--- src/rtl/fetch_sequencer_pkg.sv ---
// Shared types and constants for the fetch sequencer: FSM states, per-cycle
// sequencing actions, default reset vector and PC step.
package fetch_sequencer_pkg;

  typedef enum logic [1:0] {
    ST_BOOT = 2'd0,
    ST_RUN  = 2'd1,
    ST_HALT = 2'd2
  } state_e;

  // What the sequencer does with its fetch state on the coming clock edge.
  typedef enum logic [2:0] {
    ACT_ADVANCE,
    ACT_HOLD,
    ACT_REDIRECT,
    ACT_HALT,
    ACT_FREEZE
  } action_e;

  localparam logic [15:0] RESET_VECTOR_DEFAULT = 16'h0000;
  localparam logic [15:0] PC_STEP              = 16'd2;

endpackage

--- src/rtl/fetch_sequencer_if.sv ---
// Fetch-stage bundle between the sequencer (master) and decode/execute plus
// the synchronous-read instruction memory (slave).
interface fetch_sequencer_if #(
  parameter int CNT_W = 16
);
  logic             stall;
  logic             br_taken;
  logic [15:0]      br_target;
  logic             jmp;
  logic [15:0]      jmp_target;
  logic             halt;
  logic [15:0]      pc;
  logic             ir_valid;
  logic [15:0]      ir_pc;
  logic [15:0]      ir_pcp2;
  logic             flush_id;
  logic             halted;
  logic             misalign_err;
  logic [CNT_W-1:0] stall_cycles;

  modport master (
    input  stall, br_taken, br_target, jmp, jmp_target, halt,
    output pc, ir_valid, ir_pc, ir_pcp2, flush_id, halted, misalign_err, stall_cycles
  );

  modport slave (
    output stall, br_taken, br_target, jmp, jmp_target, halt,
    input  pc, ir_valid, ir_pc, ir_pcp2, flush_id, halted, misalign_err, stall_cycles
  );
endinterface

--- src/rtl/fetch_next_pc.sv ---
// Combinational next-PC selection: redirect/halt/stall/advance priority and
// the even-address fix-up of redirect targets.
module fetch_next_pc
  import fetch_sequencer_pkg::*;
(
  input  state_e      i_state,
  input  logic [15:0] i_pc,
  input  logic        i_stall,
  input  logic        i_br_taken,
  input  logic [15:0] i_br_target,
  input  logic        i_jmp,
  input  logic [15:0] i_jmp_target,
  input  logic        i_halt,
  output action_e     o_action,
  output logic [15:0] o_next_pc,
  output logic        o_misalign
);

  logic [15:0] w_target;

  // NOTE: every output gets a default before the case so no path can leave
  // a value unassigned and infer a latch.
  always_comb begin
    o_action   = ACT_FREEZE;
    o_next_pc  = i_pc;
    o_misalign = 1'b0;
    w_target   = i_br_taken ? i_br_target : i_jmp_target;

    unique case (i_state)
      ST_BOOT: begin
        o_action  = ACT_ADVANCE;
        o_next_pc = i_pc + PC_STEP;
      end
      ST_RUN: begin
        if (i_br_taken || i_jmp) begin
          o_action   = ACT_REDIRECT;
          o_next_pc  = {w_target[15:1], 1'b0};
          o_misalign = w_target[0];
        end else if (i_halt) begin
          o_action = ACT_HALT;
        end else if (i_stall) begin
          o_action = ACT_HOLD;
        end else begin
          o_action  = ACT_ADVANCE;
          o_next_pc = i_pc + PC_STEP;
        end
      end
      default: o_action = ACT_FREEZE;
    endcase
  end

endmodule

--- src/rtl/fetch_sequencer.sv ---
// Instruction fetch sequencer: owns the PC, the instruction-valid tag aligned
// to a one-cycle-latency memory, the misalignment flag and stall counter.
module fetch_sequencer
  import fetch_sequencer_pkg::*;
#(
  parameter logic [15:0] RESET_VECTOR = RESET_VECTOR_DEFAULT,
  parameter int          CNT_W        = 16
) (
  input  logic              clk,
  input  logic              reset,
  fetch_sequencer_if.master bus
);

  state_e           r_state;
  state_e           w_state_next;
  logic [15:0]      r_pc;
  logic             r_ir_valid;
  logic [15:0]      r_ir_pc;
  logic [15:0]      r_ir_pcp2;
  logic             r_misalign;
  logic [CNT_W-1:0] r_stall_cycles;

  action_e          w_action;
  logic [15:0]      w_next_pc;
  logic             w_misalign;
  logic             w_count_stall;

  fetch_next_pc u_next_pc (
    .i_state      (r_state),
    .i_pc         (r_pc),
    .i_stall      (bus.stall),
    .i_br_taken   (bus.br_taken),
    .i_br_target  (bus.br_target),
    .i_jmp        (bus.jmp),
    .i_jmp_target (bus.jmp_target),
    .i_halt       (bus.halt),
    .o_action     (w_action),
    .o_next_pc    (w_next_pc),
    .o_misalign   (w_misalign)
  );

  always_comb begin
    w_state_next = r_state;
    unique case (w_action)
      ACT_ADVANCE, ACT_HOLD, ACT_REDIRECT: w_state_next = ST_RUN;
      ACT_HALT:                            w_state_next = ST_HALT;
      default:                             w_state_next = r_state;
    endcase
  end

  // A stall cycle is counted even if halt wins over it; only redirects mask it.
  assign w_count_stall = (r_state == ST_RUN) && bus.stall && !bus.br_taken && !bus.jmp;

  // NOTE: sequential state uses non-blocking assignments so every register
  // samples the pre-edge values of its peers.
  always_ff @(posedge clk or negedge reset) begin
    if (!reset) begin
      r_state        <= ST_BOOT;
      r_pc           <= RESET_VECTOR;
      r_ir_valid     <= 1'b0;
      r_ir_pc        <= 16'h0000;
      r_ir_pcp2      <= 16'h0000;
      r_misalign     <= 1'b0;
      r_stall_cycles <= '0;
    end else begin
      r_state <= w_state_next;
      r_pc    <= w_next_pc;
      unique case (w_action)
        ACT_ADVANCE: begin
          r_ir_valid <= 1'b1;
          r_ir_pc    <= r_pc;
          r_ir_pcp2  <= r_pc + PC_STEP;
        end
        ACT_REDIRECT, ACT_HALT: r_ir_valid <= 1'b0;
        default: ;
      endcase
      if (w_misalign) r_misalign <= 1'b1;
      if (w_count_stall && (r_stall_cycles != '1)) r_stall_cycles <= r_stall_cycles + 1'b1;
    end
  end

  assign bus.pc           = r_pc;
  assign bus.ir_valid     = r_ir_valid;
  assign bus.ir_pc        = r_ir_pc;
  assign bus.ir_pcp2      = r_ir_pcp2;
  assign bus.flush_id     = (r_state == ST_RUN) && bus.br_taken;
  assign bus.halted       = (r_state == ST_HALT);
  assign bus.misalign_err = r_misalign;
  assign bus.stall_cycles = r_stall_cycles;

endmodule

--- src/flat_wrapper.sv ---
// flat-port wrapper written by rule: the top's interface ports become plain ports
module fetch_sequencer_flat import fetch_sequencer_pkg::*;
#(
  parameter logic [15:0] RESET_VECTOR = RESET_VECTOR_DEFAULT,
  parameter int          CNT_W        = 16
)
  (clk, reset, bus_stall, bus_br_taken, bus_br_target, bus_jmp, bus_jmp_target, bus_halt, bus_pc, bus_ir_valid, bus_ir_pc, bus_ir_pcp2, bus_flush_id, bus_halted, bus_misalign_err, bus_stall_cycles);
  fetch_sequencer_if #(.CNT_W(CNT_W)) bus_i ();
  input  logic clk;
  input  logic reset;
  input wire logic [$bits(bus_i.stall)-1:0] bus_stall;
  input wire logic [$bits(bus_i.br_taken)-1:0] bus_br_taken;
  input wire logic [$bits(bus_i.br_target)-1:0] bus_br_target;
  input wire logic [$bits(bus_i.jmp)-1:0] bus_jmp;
  input wire logic [$bits(bus_i.jmp_target)-1:0] bus_jmp_target;
  input wire logic [$bits(bus_i.halt)-1:0] bus_halt;
  output wire logic [$bits(bus_i.pc)-1:0] bus_pc;
  output wire logic [$bits(bus_i.ir_valid)-1:0] bus_ir_valid;
  output wire logic [$bits(bus_i.ir_pc)-1:0] bus_ir_pc;
  output wire logic [$bits(bus_i.ir_pcp2)-1:0] bus_ir_pcp2;
  output wire logic [$bits(bus_i.flush_id)-1:0] bus_flush_id;
  output wire logic [$bits(bus_i.halted)-1:0] bus_halted;
  output wire logic [$bits(bus_i.misalign_err)-1:0] bus_misalign_err;
  output wire logic [$bits(bus_i.stall_cycles)-1:0] bus_stall_cycles;
  assign bus_i.stall = bus_stall;
  assign bus_i.br_taken = bus_br_taken;
  assign bus_i.br_target = bus_br_target;
  assign bus_i.jmp = bus_jmp;
  assign bus_i.jmp_target = bus_jmp_target;
  assign bus_i.halt = bus_halt;
  assign bus_pc = bus_i.pc;
  assign bus_ir_valid = bus_i.ir_valid;
  assign bus_ir_pc = bus_i.ir_pc;
  assign bus_ir_pcp2 = bus_i.ir_pcp2;
  assign bus_flush_id = bus_i.flush_id;
  assign bus_halted = bus_i.halted;
  assign bus_misalign_err = bus_i.misalign_err;
  assign bus_stall_cycles = bus_i.stall_cycles;
  fetch_sequencer #(.RESET_VECTOR(RESET_VECTOR), .CNT_W(CNT_W)) u_core (.clk(clk), .reset(reset), .bus(bus_i));
endmodule
--- config.mk ---
export PLATFORM = sky130hd
export DESIGN_NAME = fetch_sequencer_flat
export DESIGN_NICKNAME = d
export VERILOG_FILES = /design/src/rtl/fetch_sequencer_pkg.sv /design/src/rtl/fetch_sequencer_if.sv /design/src/rtl/fetch_next_pc.sv /design/src/rtl/fetch_sequencer.sv /design/src/flat_wrapper.sv
export SDC_FILE = /design/constraint.sdc
export NUM_CORES = 1
export LEC_CHECK = 0
export CORE_ASPECT_RATIO = 0.6
export CORE_MARGIN = 2
export CORE_UTILIZATION = 48
export CTS_CLUSTER_DIAMETER = 200
export DETAILED_ROUTE_END_ITERATION = 10
export PLACE_DENSITY = 0.8
export SYNTH_ARGS = -nofsm -noshare
export SYNTH_HDL_FRONTEND = slang
export SYNTH_HIERARCHICAL = 1
export SYNTH_SLANG_ARGS = --single-unit
export TNS_END_PERCENT = 100
--- constraint.sdc ---
create_clock -name clk -period 6.6 [get_ports clk]
set_clock_uncertainty 0.15 [all_clocks]
set_input_delay 0.99 -clock clk [delete_from_list [all_inputs] [get_ports clk]]
set_output_delay 0.99 -clock clk [all_outputs]
set_load 0.005 [all_outputs]
==> results_tabular.tex, run 1 <==
\begin{tabular}{lr}
\hline
Metric & Value \\
\hline
\multicolumn{2}{l}{\textbf{Critical path}} \\
\quad Crit-path max FO & 26 \\
\quad Sort of element at the end of the critical path & output port \\
\quad Critical setup path kind & input pin to output port \\
\quad Slowest Stage Delay on Critical Path & 1150 ps \\
\quad Worst endpoint required time & 5460 ps \\
\quad Crit path DAT & 2940 ps \\
\quad CP max stage cell & clkdlybuf4s50\_1 \\
\quad Category of the worst setup path launch point & input pin \\
\quad Critical path, cell by cell & clkdlybuf4s50\_1, and3b\_2, clkdlybuf4s50\_1 \\
\quad Most used cell along the critical path & clkdlybuf4s50\_1 \\
\multicolumn{2}{l}{\textbf{Flow run}} \\
\quad Number of max-capacitance violations reported & 0 \\
\multicolumn{2}{l}{\textbf{Detailed routing}} \\
\quad Number of violations reported at the end of detailed-routing iteration 0 & 427 \\
\quad Average via count per standard cell & 5.90 \\
\quad Final routed wirelength across all metal layers & 11200 um \\
\quad Vias post-DR & 3726 \\
\quad Length of the first detailed-routing pass in iterations & 6 \\
\quad Routed length per placed instance & 17.7 um \\
\quad Post-route DRC & 0 \\
\quad Number of antenna-violating nets in the routed design & 0 \\
\multicolumn{2}{l}{\textbf{Place}} \\
\quad Total of buffers placed on input and output ports & 105 \\
\quad GPL Wtd Cong & 0.875 \\
\quad Final HPWL from detailed placement & 7750 um \\
\quad Inst Count DP & 616 \\
\quad Setup slack at placement & 2530 ps \\
\multicolumn{2}{l}{\textbf{Logic synthesis}} \\
\quad Cell count after synthesis & 424 \\
\quad Share of synthesized area occupied by flip-flops and latches & 0.446 \\
\quad Post-synth top cells & 86 x nand2\_1, 67 x dfrtp\_1, 31 x o21ai\_0, 27 x nor2\_1, 18 x xnor2\_1 \\
\quad Post-synthesis async set-or-reset flop share & 1.00 \\
\quad Nets in the synthesized netlist & 465 \\
\quad Most frequent cell after synthesis & nand2\_1 \\
\quad EDFF count, synth & 0 \\
\quad Portion of synthesized cell area occupied by the leading cell type & 0.446 \\
\quad Cell type contributing the most total cell area after synthesis & dfrtp\_1 \\
\quad Synth cell types & 58 \\
\quad Avg Synthesized Cell Area & 8.86 um2 \\
\quad Main area contributors after synthesis & dfrtp\_1 45\%, nand2\_1 8.6\%, xnor2\_1 4.2\% \\
\quad Flops \& latches, synth & 67 \\
\quad Prevailing post-synth register cell & dfrtp\_1 \\
\quad Synth warn & 6 \\
\quad Post-synthesis instance area & 0.00376 mm2 \\
\multicolumn{2}{l}{\textbf{Floorplanning}} \\
\quad Initial Utilization & 0.507 \\
\quad I/O pin count & 106 \\
\quad Number of rows in the core area & 24 \\
\quad CORE AREA & 0.00742 mm2 \\
\quad Die Y & 72.5 um \\
\quad Die Area & 0.00857 mm2 \\
\quad Die Width & 118 um \\
\multicolumn{2}{l}{\textbf{Clock tree}} \\
\quad Latest clock arrival within the worst-skew pair & 330 ps \\
\quad Setup Buffers After CTS & 0 \\
\quad CTS tree & done \\
\quad Number of resized instances in the post-cts repair step & 0 \\
\quad CTS H-tree depth & 3 \\
\quad CTS root buf & clkbuf\_16 \\
\quad Maximum root-to-sink buffer count & 2 \\
\quad Clock sinks & 67 \\
\quad Number of buffers created by CTS & 9 \\
\quad Post-CTS Hold Fix Bufs & 0 \\
\quad Clock-pin slew on the worst setup and hold paths & 50 ps \\
\multicolumn{2}{l}{\textbf{STA}} \\
\quad Peak clock frequency supported by timing & 245 MHz \\
\quad RSZ-0062 raised after global routing & no \\
\quad Max-slew headroom at the worst pin & 0.284 \\
\quad Final-report hold violation count & 0 \\
\quad Final Slew Violations & 0 \\
\quad Setup-violating endpoint count in the final report & 0 \\
\quad Slew at the pin closest to its max-slew limit & 1070 ps \\
\quad Final worst setup slack & 2520 ps \\
\quad Final critical path time including I/O delays and setup & 4080 ps \\
\quad Period utilization & 0.618 \\
\quad Setup tns final & 0 ps \\
\multicolumn{2}{l}{\textbf{Power}} \\
\quad Pleak & 0.00239 uW \\
\quad IR Drop Worst-Case VDD & 108 uV \\
\quad Cell area power density & 203 mW/mm2 \\
\multicolumn{2}{l}{\textbf{Cells and area}} \\
\quad Post-Layout Cell Count & 631 \\
\quad Layout cells sized above 1 & 0.0664 \\
\quad Area overhead of the layout relative to synthesis & 38.6\% \\
\quad Final Core Density & 0.702 \\
\quad Number of antenna diodes & 0 \\
\quad Final \#Nets & 564 \\
\multicolumn{2}{l}{\textbf{Global route}} \\
\quad GRT Residual Overflow & 0 \\
\quad Antenna violations before repair & 0 \\
\quad Largest net degree at the start of global routing & 68 \\
\quad Wire length of the first global-routing pass & 18100 um \\
\quad Global Route Usage Sum & 0.271 \\
\quad Number of global-route vias before repair & 3618 \\
\multicolumn{2}{l}{\textbf{Hold path}} \\
\quad Worst min-delay path category & register to register \\
\multicolumn{2}{l}{\textbf{Status}} \\
\quad Status & finished, final reports clean \\
\hline
\end{tabular}
-- state kept, by name (all words and copies together), names as in the netlist --
signal / count
u_core/bus.ir_pc: 16
u_core/bus.pc: 16
u_core/bus.stall_cycles: 16
u_core/bus.ir_pcp2: 15
u_core/r_state: 2
u_core/bus.ir_valid: 1
u_core/bus.misalign_err: 1
-- report_power, final --
part	switching [uW]	internal [uW]
registers	10.2	417
clock network	176	368
logic	39.3	44.7
-- kinds of logic (layout without fill, tap and decap cells) --
family	Yosys count	in the layout	synth area share
and+or+nand+nor	198	198	0.268
adders and majority gates	3	3	0.00999
AOI/OAI and AO/OA	83	83	0.145
buffers and inverters	36	139	0.0396
muxes	10	10	0.0280
DFF	67	67	0.446
xor gates and xnor gates	27	27	0.0629
-- path summary, 6_finish.rpt --
check                      slack [ps]  cells past startpoint                    start                         end
max in group asynchronous        5050                      2                    reset           u_core/bus.pc[10]
setup reg to reg                 3490                      5        u_core/r_state[1]         u_core/bus.ir_pc[7]
setup / recovery                 2520                      3             bus_br_taken                bus_flush_id
hold / removal                    310                      1  u_core/bus.misalign_err     u_core/bus.misalign_err
hold reg to reg                   310                      1  u_core/bus.misalign_err     u_core/bus.misalign_err
min in group asynchronous         690                      2                    reset  u_core/bus.stall_cycles[0]
-- worst max-delay path, delay by kind of cell --
kind | cells | cell delay (ps)
simple gates | 1 | 300
buf+inv | 2 | 1640
-- cell usage in the layout, fill, tap and decap left out, drive strengths merged, types with 7 or more instances in the layout --
master | netlist | final
inv | 17 | 17
clkdlybuf4s50 | 0 | 104
xnor2 | 18 | 18
nand3 | 16 | 16
o211ai | 7 | 7
nand2 | 86 | 86
nand4 | 11 | 11
o21ai | 31 | 31
nor2 | 27 | 27
xor2 | 9 | 9
a21oi | 16 | 16
dfrtp | 67 | 67
clkbuf | 15 | 9
nor3 | 12 | 12
-- final cells by class --
cell class	instances	area (um2)
fill	580	2210
multi-input combinational	321	1940
sequential	67	1680
timing repair buffer	107	1060
clock buffer	9	225
tap	104	130
clock inverter	6	115
inverter	17	63.8
-- metal layers --
metal,part of all wire,global-route usage,vias to the layer above
met1,0.45,0.382,1772
met5,0,0,-
met4,0.017,0.0910,0
li1,-,-,1694
met3,0.092,0.0692,25
met2,0.44,0.413,235
-- stage by stage --
step | area [um2] | hold WS [ps] | power (uW)
global route | 5210 | 350 | 1090
floorplan | 3760 | 315 | 464
finish | 5210 | 312 | 1060
global placement | 4870 | 307 | 515
CTS | 5210 | 318 | 1060
detailed placement | 4870 | 306 | 517
Power figures use the tool's default switching activity.
==> run 2, diff against run 1 <==
- clock period: 6.6 -> 4.1 ns (I/O delays scaled with it)
==> results_tabular.tex, run 2 (synthesized netlist as in run 1, its figures left out) <==
\begin{tabular}{lr}
\hline
Metric & Value \\
\hline
\multicolumn{2}{l}{\textbf{Cells and area}} \\
\quad Combined flip-flop and latch cell area & 0.00168 mm2 \\
\quad FILL cells & 588 \\
\quad Number of antenna diodes & 0 \\
\quad Layout cells sized above 1 & 0.0717 \\
\quad Final \#Nets & 566 \\
\quad Area used by multi-input combinational logic & 0.00194 mm2 \\
\quad Most common cell after layout, fill and taps aside & clkdlybuf4s50\_1 \\
\quad Area overhead of the layout relative to synthesis & 37.4\% \\
\quad Highest-count cells in the layout ignoring fill and taps & 104 x clkdlybuf4s50\_1, 86 x nand2\_1, 67 x dfrtp\_1 \\
\multicolumn{2}{l}{\textbf{Critical path}} \\
\quad Sort of element at the end of the critical path & output port \\
\quad Crit path DAT & 2110 ps \\
\quad Worst R2R Path Depth & 5 \\
\quad R2R Path Start & u\_core/r\_state[0] \\
\quad Category of the worst setup path launch point & input pin \\
\quad Worst endpoint required time & 3340 ps \\
\quad Most used cell along the critical path & clkdlybuf4s50\_1 \\
\quad Buffers \& Inverters on Critical Path & 3 \\
\quad Launch point of the worst path & bus\_br\_taken \\
\quad CP max stage cell & clkdlybuf4s50\_1 \\
\quad Critical setup path kind & input pin to output port \\
\quad Slack of the worst reg-to-reg path & 1290 ps \\
\quad Critical path, cell by cell & clkdlybuf4s50\_1, buf\_4, and3b\_2, clkdlybuf4s50\_1 \\
\quad Crit-path max FO & 25 \\
\quad Slowest Stage Delay on Critical Path & 490 ps \\
\quad Critical path depth in cells & 4 \\
\quad Largest delay contributor family on the critical path & buffers and inverters \\
\multicolumn{2}{l}{\textbf{Clock tree}} \\
\quad Clock-pin slew on the worst setup and hold paths & 50 ps \\
\quad Setup Buffers After CTS & 0 \\
\quad Number of resized instances in the post-cts repair step & 0 \\
\quad Latest clock arrival within the worst-skew pair & 330 ps \\
\quad Post-CTS Hold Fix Bufs & 0 \\
\quad Clock sinks & 67 \\
\quad Maximum root-to-sink buffer count & 2 \\
\quad CTS H-tree depth & 3 \\
\quad Number of buffers created by CTS & 9 \\
\quad CTS tree & done \\
\quad CTS root buf & clkbuf\_16 \\
\multicolumn{2}{l}{\textbf{Floorplanning}} \\
\quad I/O pin count & 106 \\
\quad CORE AREA & 0.00742 mm2 \\
\quad Die Width & 118 um \\
\quad Die Area & 0.00857 mm2 \\
\quad Number of rows in the core area & 24 \\
\quad Initial Utilization & 0.507 \\
\quad Die Y & 72.5 um \\
\multicolumn{2}{l}{\textbf{Global route}} \\
\quad Global Route Usage Sum & 0.260 \\
\quad Wire length of the first global-routing pass & 17500 um \\
\quad Number of global-route vias before repair & 3434 \\
\quad Antenna violations before repair & 0 \\
\quad Largest net degree at the start of global routing & 47 \\
\quad GRT Residual Overflow & 0 \\
\multicolumn{2}{l}{\textbf{Place}} \\
\quad GPL Wtd Cong & 0.947 \\
\quad Final HPWL from detailed placement & 7890 um \\
\quad Setup slack at placement & 962 ps \\
\quad Total of buffers placed on input and output ports & 105 \\
\multicolumn{2}{l}{\textbf{Detailed routing}} \\
\quad Average via count per standard cell & 5.84 \\
\quad Length of the first detailed-routing pass in iterations & 8 \\
\quad Vias post-DR & 3705 \\
\quad Routed length per placed instance & 17.1 um \\
\quad Number of violations reported at the end of detailed-routing iteration 0 & 441 \\
\quad Post-route DRC & 0 \\
\quad Final routed wirelength across all metal layers & 10900 um \\
\quad Number of antenna-violating nets in the routed design & 0 \\
\multicolumn{2}{l}{\textbf{STA}} \\
\quad Final critical path time including I/O delays and setup & 2880 ps \\
\quad Worst hold slack & 313 ps \\
\quad Max-slew headroom at the worst pin & 0.303 \\
\quad Period utilization & 0.702 \\
\quad Final Slew Violations & 0 \\
\quad Final-report hold violation count & 0 \\
\quad RSZ-0062 raised after global routing & no \\
\quad Setup tns final & 0 ps \\
\quad Final worst setup slack & 1220 ps \\
\quad Peak clock frequency supported by timing & 347 MHz \\
\quad Slew at the pin closest to its max-slew limit & 1050 ps \\
\quad Setup-violating endpoint count in the final report & 0 \\
\multicolumn{2}{l}{\textbf{Power}} \\
\quad Pleak & 0.00238 uW \\
\quad IR Drop Worst-Case VDD & 187 uV \\
\quad Internal & 1170 uW \\
\quad Switch Pwr & 361 uW \\
\quad Sw frac & 0.236 \\
\quad Logic gate share of total power & 0.088 \\
\quad Relative contribution of the clock network to total power & 0.462 \\
\quad Sequential power share & 0.450 \\
\quad Cell area power density & 296 mW/mm2 \\
\multicolumn{2}{l}{\textbf{Status}} \\
\quad Status & finished, final reports clean \\
\multicolumn{2}{l}{\textbf{Hold path}} \\
\quad Worst min-delay path category & input pin to async pin \\
\multicolumn{2}{l}{\textbf{Flow run}} \\
\quad Number of max-capacitance violations reported & 0 \\
\hline
\end{tabular}
run 2: area by class of cell:
cell class / instances / area share
Clock buffer: 10 / 0.0463
Tap cell: 104 / 0.0252
Sequential cell: 67 / 0.325
Timing Repair Buffer: 109 / 0.208
Clock inverter: 6 / 0.00776
Multi-Input combinational cell: 321 / 0.375
Inverter: 17 / 0.0124
run 2: power by group through the flow:
stage	Clock, uW	Combinational (uW)	Sequential, uW
finish	706	135	688
CTS	727	135	687
floorplan	0	53.2	694
global route	756	148	689
detailed placement	0	135	699
global placement	0	132	698
run 2: per-stage QoR:
stage                     total power (uW)  instance area (um2)  std cells  utilization
after detailed placement               834                 4880        618        0.658
after floorplan                        747                 3760        424            -
after global placement                 830                 4880        618        0.658
final                                 1530                 5160        634        0.696
after CTS                             1550                 5160        634        0.696
after global routing                  1590                 5160        634        0.696
run 2: layer usage:
metal  vias to the layer above  part of all wire  global-route usage
li1                       1706                 -                   -
met1                      1742              0.45               0.371
met2                       236              0.44               0.378
met3                        21              0.10              0.0833
met4                         0             0.012              0.0830
met5                         -                 0                   0
run 2: worst paths after layout:
check	endpoint
setup / recovery	bus_flush_id
hold / removal	u_core/bus.stall_cycles[1]
setup reg to reg	u_core/bus.ir_pcp2[8]
hold reg to reg	u_core/bus.misalign_err
max in group asynchronous	u_core/bus.ir_pcp2[13]
min in group clk	u_core/bus.misalign_err
==> patch 1 (settings of run 2) <==
`CNT_W` is set to 16 in 3 places; all go to 14.
--- a/src/rtl/fetch_sequencer_if.sv
+++ b/src/rtl/fetch_sequencer_if.sv
@@ -2,5 +2,5 @@
 // the synchronous-read instruction memory (slave).
 interface fetch_sequencer_if #(
-  parameter int CNT_W = 16
+  parameter int CNT_W = 14
 );
   logic             stall;
--- a/src/rtl/fetch_sequencer.sv
+++ b/src/rtl/fetch_sequencer.sv
@@ -5,5 +5,5 @@
 #(
   parameter logic [15:0] RESET_VECTOR = RESET_VECTOR_DEFAULT,
-  parameter int          CNT_W        = 16
+  parameter int          CNT_W        = 14
 ) (
   input  logic              clk,
--- a/src/flat_wrapper.sv
+++ b/src/flat_wrapper.sv
@@ -3,5 +3,5 @@
 #(
   parameter logic [15:0] RESET_VECTOR = RESET_VECTOR_DEFAULT,
-  parameter int          CNT_W        = 16
+  parameter int          CNT_W        = 14
 )
   (clk, reset, bus_stall, bus_br_taken, bus_br_target, bus_jmp, bus_jmp_target, bus_halt, bus_pc, bus_ir_valid, bus_ir_pc, bus_ir_pcp2, bus_flush_id, bus_halted, bus_misalign_err, bus_stall_cycles);
Interface: changed (resized bus_stall_cycles); port bits go from 106 to 104. No check against the original RTL was run, so the function may have changed too.
==> patch 1 against run 2 <==
Sequential cell count fell by 2; first-iteration DRC count rose by 8.4%; via count fell by 1.7%; routed wire length fell by 2.9%; total power rose by 6.0%; final cell count fell by 1.3%; critical path depth fell by 1; design area fell by 2.1%; worst setup slack got worse by 130 ps; area after synthesis fell by 2.9%.
==> patch 1: results <==
{
  "ys_types": 53,
  "fillers": 590,
  "tightest_slew_ps": 1080,
  "critical_path.max_fanout": 15,
  "layout-drive-gt1-share_pct": 5.75,
  "gp_congestion": 0.874,
  "viasPerCell": 5.82,
  "yosys-top-cells-count": "80 x nand2_1, 65 x dfrtp_1, 27 x nor2_1",
  "slowest_delay_ps": 880,
  "grt_max_degree": 50,
  "status": "complete, no violations",
  "met3_usage_pct": 7.53,
  "route.met2.wl_microns": 4520,
  "layout.nets": 558,
  "wl_met3_microns": 1200,
  "leakage_uw": 0.00227,
  "wl_met1_microns": 4630,
  "track_usage_pct": 26.2,
  "min_path_type": "reg2reg",
  "dr.pass1.iters": 5,
  "intPower_uw": 1270,
  "grt_pass1_vias": 3378,
  "post_dp_cell_area_sq_um": 4730,
  "r2r-start": "u_core/r_state[1]",
  "synth_fp_nets": 461,
  "pre_cts_ws_ps": 877,
  "irDropWorstVdd_v": 0.000171,
  "wire_per_inst_microns": 16.8,
  "utilization_pct": 69.0,
  "dpl.hpwl_microns": 7480,
  "portBuffers": 103,
  "grt_first_pass_wirelength_microns": 16900
}
[patch 1: cell count changes after synthesis, moves of 3 or more]
cell	delta
and3_1	+3
o21ai_1	+17
o21ai_0	-16
nand4_1	+4
xor2_1	-4
nand2_1	-6
nor3_1	-3
[patch 1: metrics by stage]
step                total power [uW]  cells
CTS                             1630    626
global placement                 814    610
floorplan                        730    420
detailed placement               818    610
global route                    1680    626
finish                          1620    626
[patch 1: cell type report]
type | instances | area, sq um | area share [%]
Clock buffer | 11 | 243 | 4.80
Clock inverter | 5 | 78.8 | 1.56
Inverter | 19 | 71.3 | 1.41
Multi-Input combinational cell | 315 | 1850 | 36.6
Sequential cell | 65 | 1630 | 32.2
Tap cell | 104 | 130 | 2.57
Timing Repair Buffer | 107 | 1060 | 20.9
[patch 1: path summary, 6_finish.rpt]
check | endpoint | slack (ps) | cells past startpoint
max | bus_flush_id | 1090 | 3
min | u_core/bus.ir_pc[14] | 320 | 2
max reg2reg | u_core/bus.ir_pc[9] | 1350 | 6
min reg2reg | u_core/bus.ir_pc[14] | 320 | 2
max in group asynchronous | u_core/bus.ir_pc[8] | 2620 | 2
min in group asynchronous | u_core/bus.stall_cycles[12] | 340 | 1
[patch 1: power groups by stage]
stage,sequential (uW),combinational (uW),clock (uW)
3_5_place_dp,681,137,0
5_1_grt,672,151,858
6_report,671,138,812
3_3_place_gp,680,134,0
4_1_cts,670,138,827
2_1_floorplan,675,55.1,0
[patch 1: cell families after synthesis]
logic type / Yosys count / synth area share (%)
and+or+nand+nor: 194 / 26.3
xor gates and xnor gates: 25 / 6.00
buffers and inverters: 40 / 4.73
DFF: 65 / 44.6
muxes: 8 / 2.37
adders and majority gates: 3 / 1.03
AOI/OAI and AO/OA: 85 / 15.0
==> patch 2 (flow settings as in run 2) <==
Made on the original files. The 3 states of `state_e` get a one-hot encoding in 3 bits.
--- a/src/rtl/fetch_sequencer_pkg.sv
+++ b/src/rtl/fetch_sequencer_pkg.sv
@@ -3,8 +3,8 @@
 package fetch_sequencer_pkg;
 
-  typedef enum logic [1:0] {
-    ST_BOOT = 2'd0,
-    ST_RUN  = 2'd1,
-    ST_HALT = 2'd2
+  typedef enum logic [2:0] {
+    ST_BOOT = 3'b001,
+    ST_RUN  = 3'b010,
+    ST_HALT = 3'b100
   } state_e;
 
Check against the original RTL: no difference found for any inputs over 10 cycles, from zero or initial values and one cycle with reset low; not proved beyond that.
==> patch 2 against run 2 <==
Via count shrank 2.4%; maximum frequency rose by 0.67%; total power is 9.0% higher; final cell count fell by 1.1%; area after synthesis increased by 4.1%; routed wire length shrank 0.88%; global-route usage is 1.2 points lower; design area increased by 3.5%; sequential power up 2%; worst setup slack better by 19 ps; sequential cell count rose by 1; hold slack got worse by 180 ps.
==> patch 2: results <==
{
  "numCtsBuffers": 9,
  "ys_types": 60,
  "clkTransAtPathRegs_ps": 60,
  "grt_antenna_before_repair": 0,
  "layout.nets": 555,
  "dpl.hpwl_microns": 7760,
  "async_flop_share_pct": 100,
  "irDropWorstVdd_v": 0.000219,
  "post-cts-setup-buffers": 0,
  "leakage_uw": 0.00229,
  "grt_first_pass_wirelength_microns": 17100,
  "num_antenna_cells": 0,
  "htreeDepth": 3,
  "ctsResizeCount": 0,
  "min_path_type": "in2async",
  "vias": 3617,
  "pre_cts_ws_ps": 1000,
  "dr.pass1.iters": 5,
  "yosys-top-cells-count": "79 x nand2_1, 67 x dfrtp_1, 18 x xnor2_1, 18 x xor2_1, 16 x nand3_1",
  "grt_max_degree": 48,
  "critical_path.max_fanout": 47,
  "seq_area_frac_synth_pct": 43.5,
  "track_usage_pct": 24.8,
  "routed_wl_microns": 10800,
  "tightest_slew_ps": 955,
  "finalCritPeriodShare_pct": 69.8,
  "r2r_setup_slack_ps": 1310,
  "synthTopCellsByArea": "dfrtp_1 43%, nand2_1 7.6%, xnor2_1 4.0%",
  "status": "complete, no violations",
  "clk-insertion-delay-late_ps": 330,
  "portBuffers": 105,
  "clock-root-buffer": "clkbuf_16",
  "gp_congestion": 0.880,
  "grt_pass1_vias": 3375,
  "yosys_warnings": 6,
  "clockBufferDepth": 2,
  "fillers": 652,
  "arrival_ps": 2900,
  "layout-drive-gt1-share_pct": 10.6,
  "drt_iter0_markers": 318,
  "synth_fp_nets": 454
}
==> patch 2: changes by cell type in the layout (fill, tap and decap cells not counted), sizes merged, moves of 5 or more <==
cell / before / now
xor2: 9 / 18
nor4: 6 / 14
o211ai: 7 / 1
nand2: 86 / 79
nor2: 27 / 13
inv: 18 / 13
o21ai: 31 / 23
a31oi: 1 / 10
mux2i: 6 / 1
nor3b: 1 / 9
o22a: 0 / 10
a21o: 5 / 0
==> patch 2: critical path, cell delays in order <==
cell and delay [ps]:
clkdlybuf4s50_1 610, or2_1 380, nor3_1 530, or3_1 200, buf_4 370, o21ai_0 180
==> patch 2: final cells by class <==
type | instances | area share [%]
Multi-Input combinational cell | 313 | 38.5
Sequential cell | 68 | 31.9
Timing Repair Buffer | 110 | 20.3
Clock buffer | 10 | 4.29
Tap cell | 108 | 2.53
Clock inverter | 6 | 1.64
Inverter | 12 | 0.843
==> patch 2: power breakdown <==
| group | internal (uW) | leakage [uW] | switching (uW) | total [uW] |
|---|---|---|---|---|
| registers | 685 | 0.000814 | 19.4 | 704 |
| logic | 76.3 | 0.00132 | 62.4 | 139 |
| clock network | 533 | 0.000157 | 291 | 824 |
==> patch 2: layer usage <==
layer | track usage [%] | part of all wire (%) | vias up
li1 | - | - | 1700
met1 | 35.0 | 47 | 1707
met2 | 38.9 | 43 | 189
met5 | 0 | 0 | -
met3 | 6.37 | 8.4 | 21
met4 | 5.94 | 1.4 | 0
==> patch 2: cell families (layout without fill, tap and decap cells) <==
kind of cell | count (synthesis) | count (layout) | share of synthesized area (%)
AOI/OAI and AO/OA | 85 | 85 | 14.8
xor gates and xnor gates | 36 | 36 | 8.06
adders and majority gates | 3 | 3 | 0.959
buffers and inverters | 32 | 138 | 3.97
DFF | 68 | 68 | 43.5
muxes | 3 | 3 | 0.927
and+or+nand+nor | 186 | 186 | 27.7
==> patch 2: final timing paths <==
kind                       cells past startpoint                 start               endpoint
max in group asynchronous                      2                 reset      u_core/r_state[0]
setup / recovery                               6          bus_br_taken  u_core/bus.ir_pcp2[9]
min in group clk                               2  u_core/bus.ir_pc[10]   u_core/bus.ir_pc[10]
hold / removal                                 1                 reset  u_core/bus.ir_pcp2[3]
hold reg to reg                                2  u_core/bus.ir_pc[10]   u_core/bus.ir_pc[10]
setup reg to reg                               5     u_core/r_state[2]  u_core/bus.ir_pcp2[9]
==> patch 2: stage by stage <==
| step | std cells | utilization (%) | hold WS (ps) | cell area, sq um |
|---|---|---|---|---|
| after floorplan | 413 | - | 169 | 3910 |
| after global placement | 611 | 63.8 | 304 | 5030 |
| after detailed placement | 611 | 63.8 | 306 | 5030 |
| after CTS | 627 | 67.8 | 146 | 5340 |
| after global routing | 627 | 67.8 | 180 | 5340 |
| final | 627 | 67.8 | 135 | 5340 |
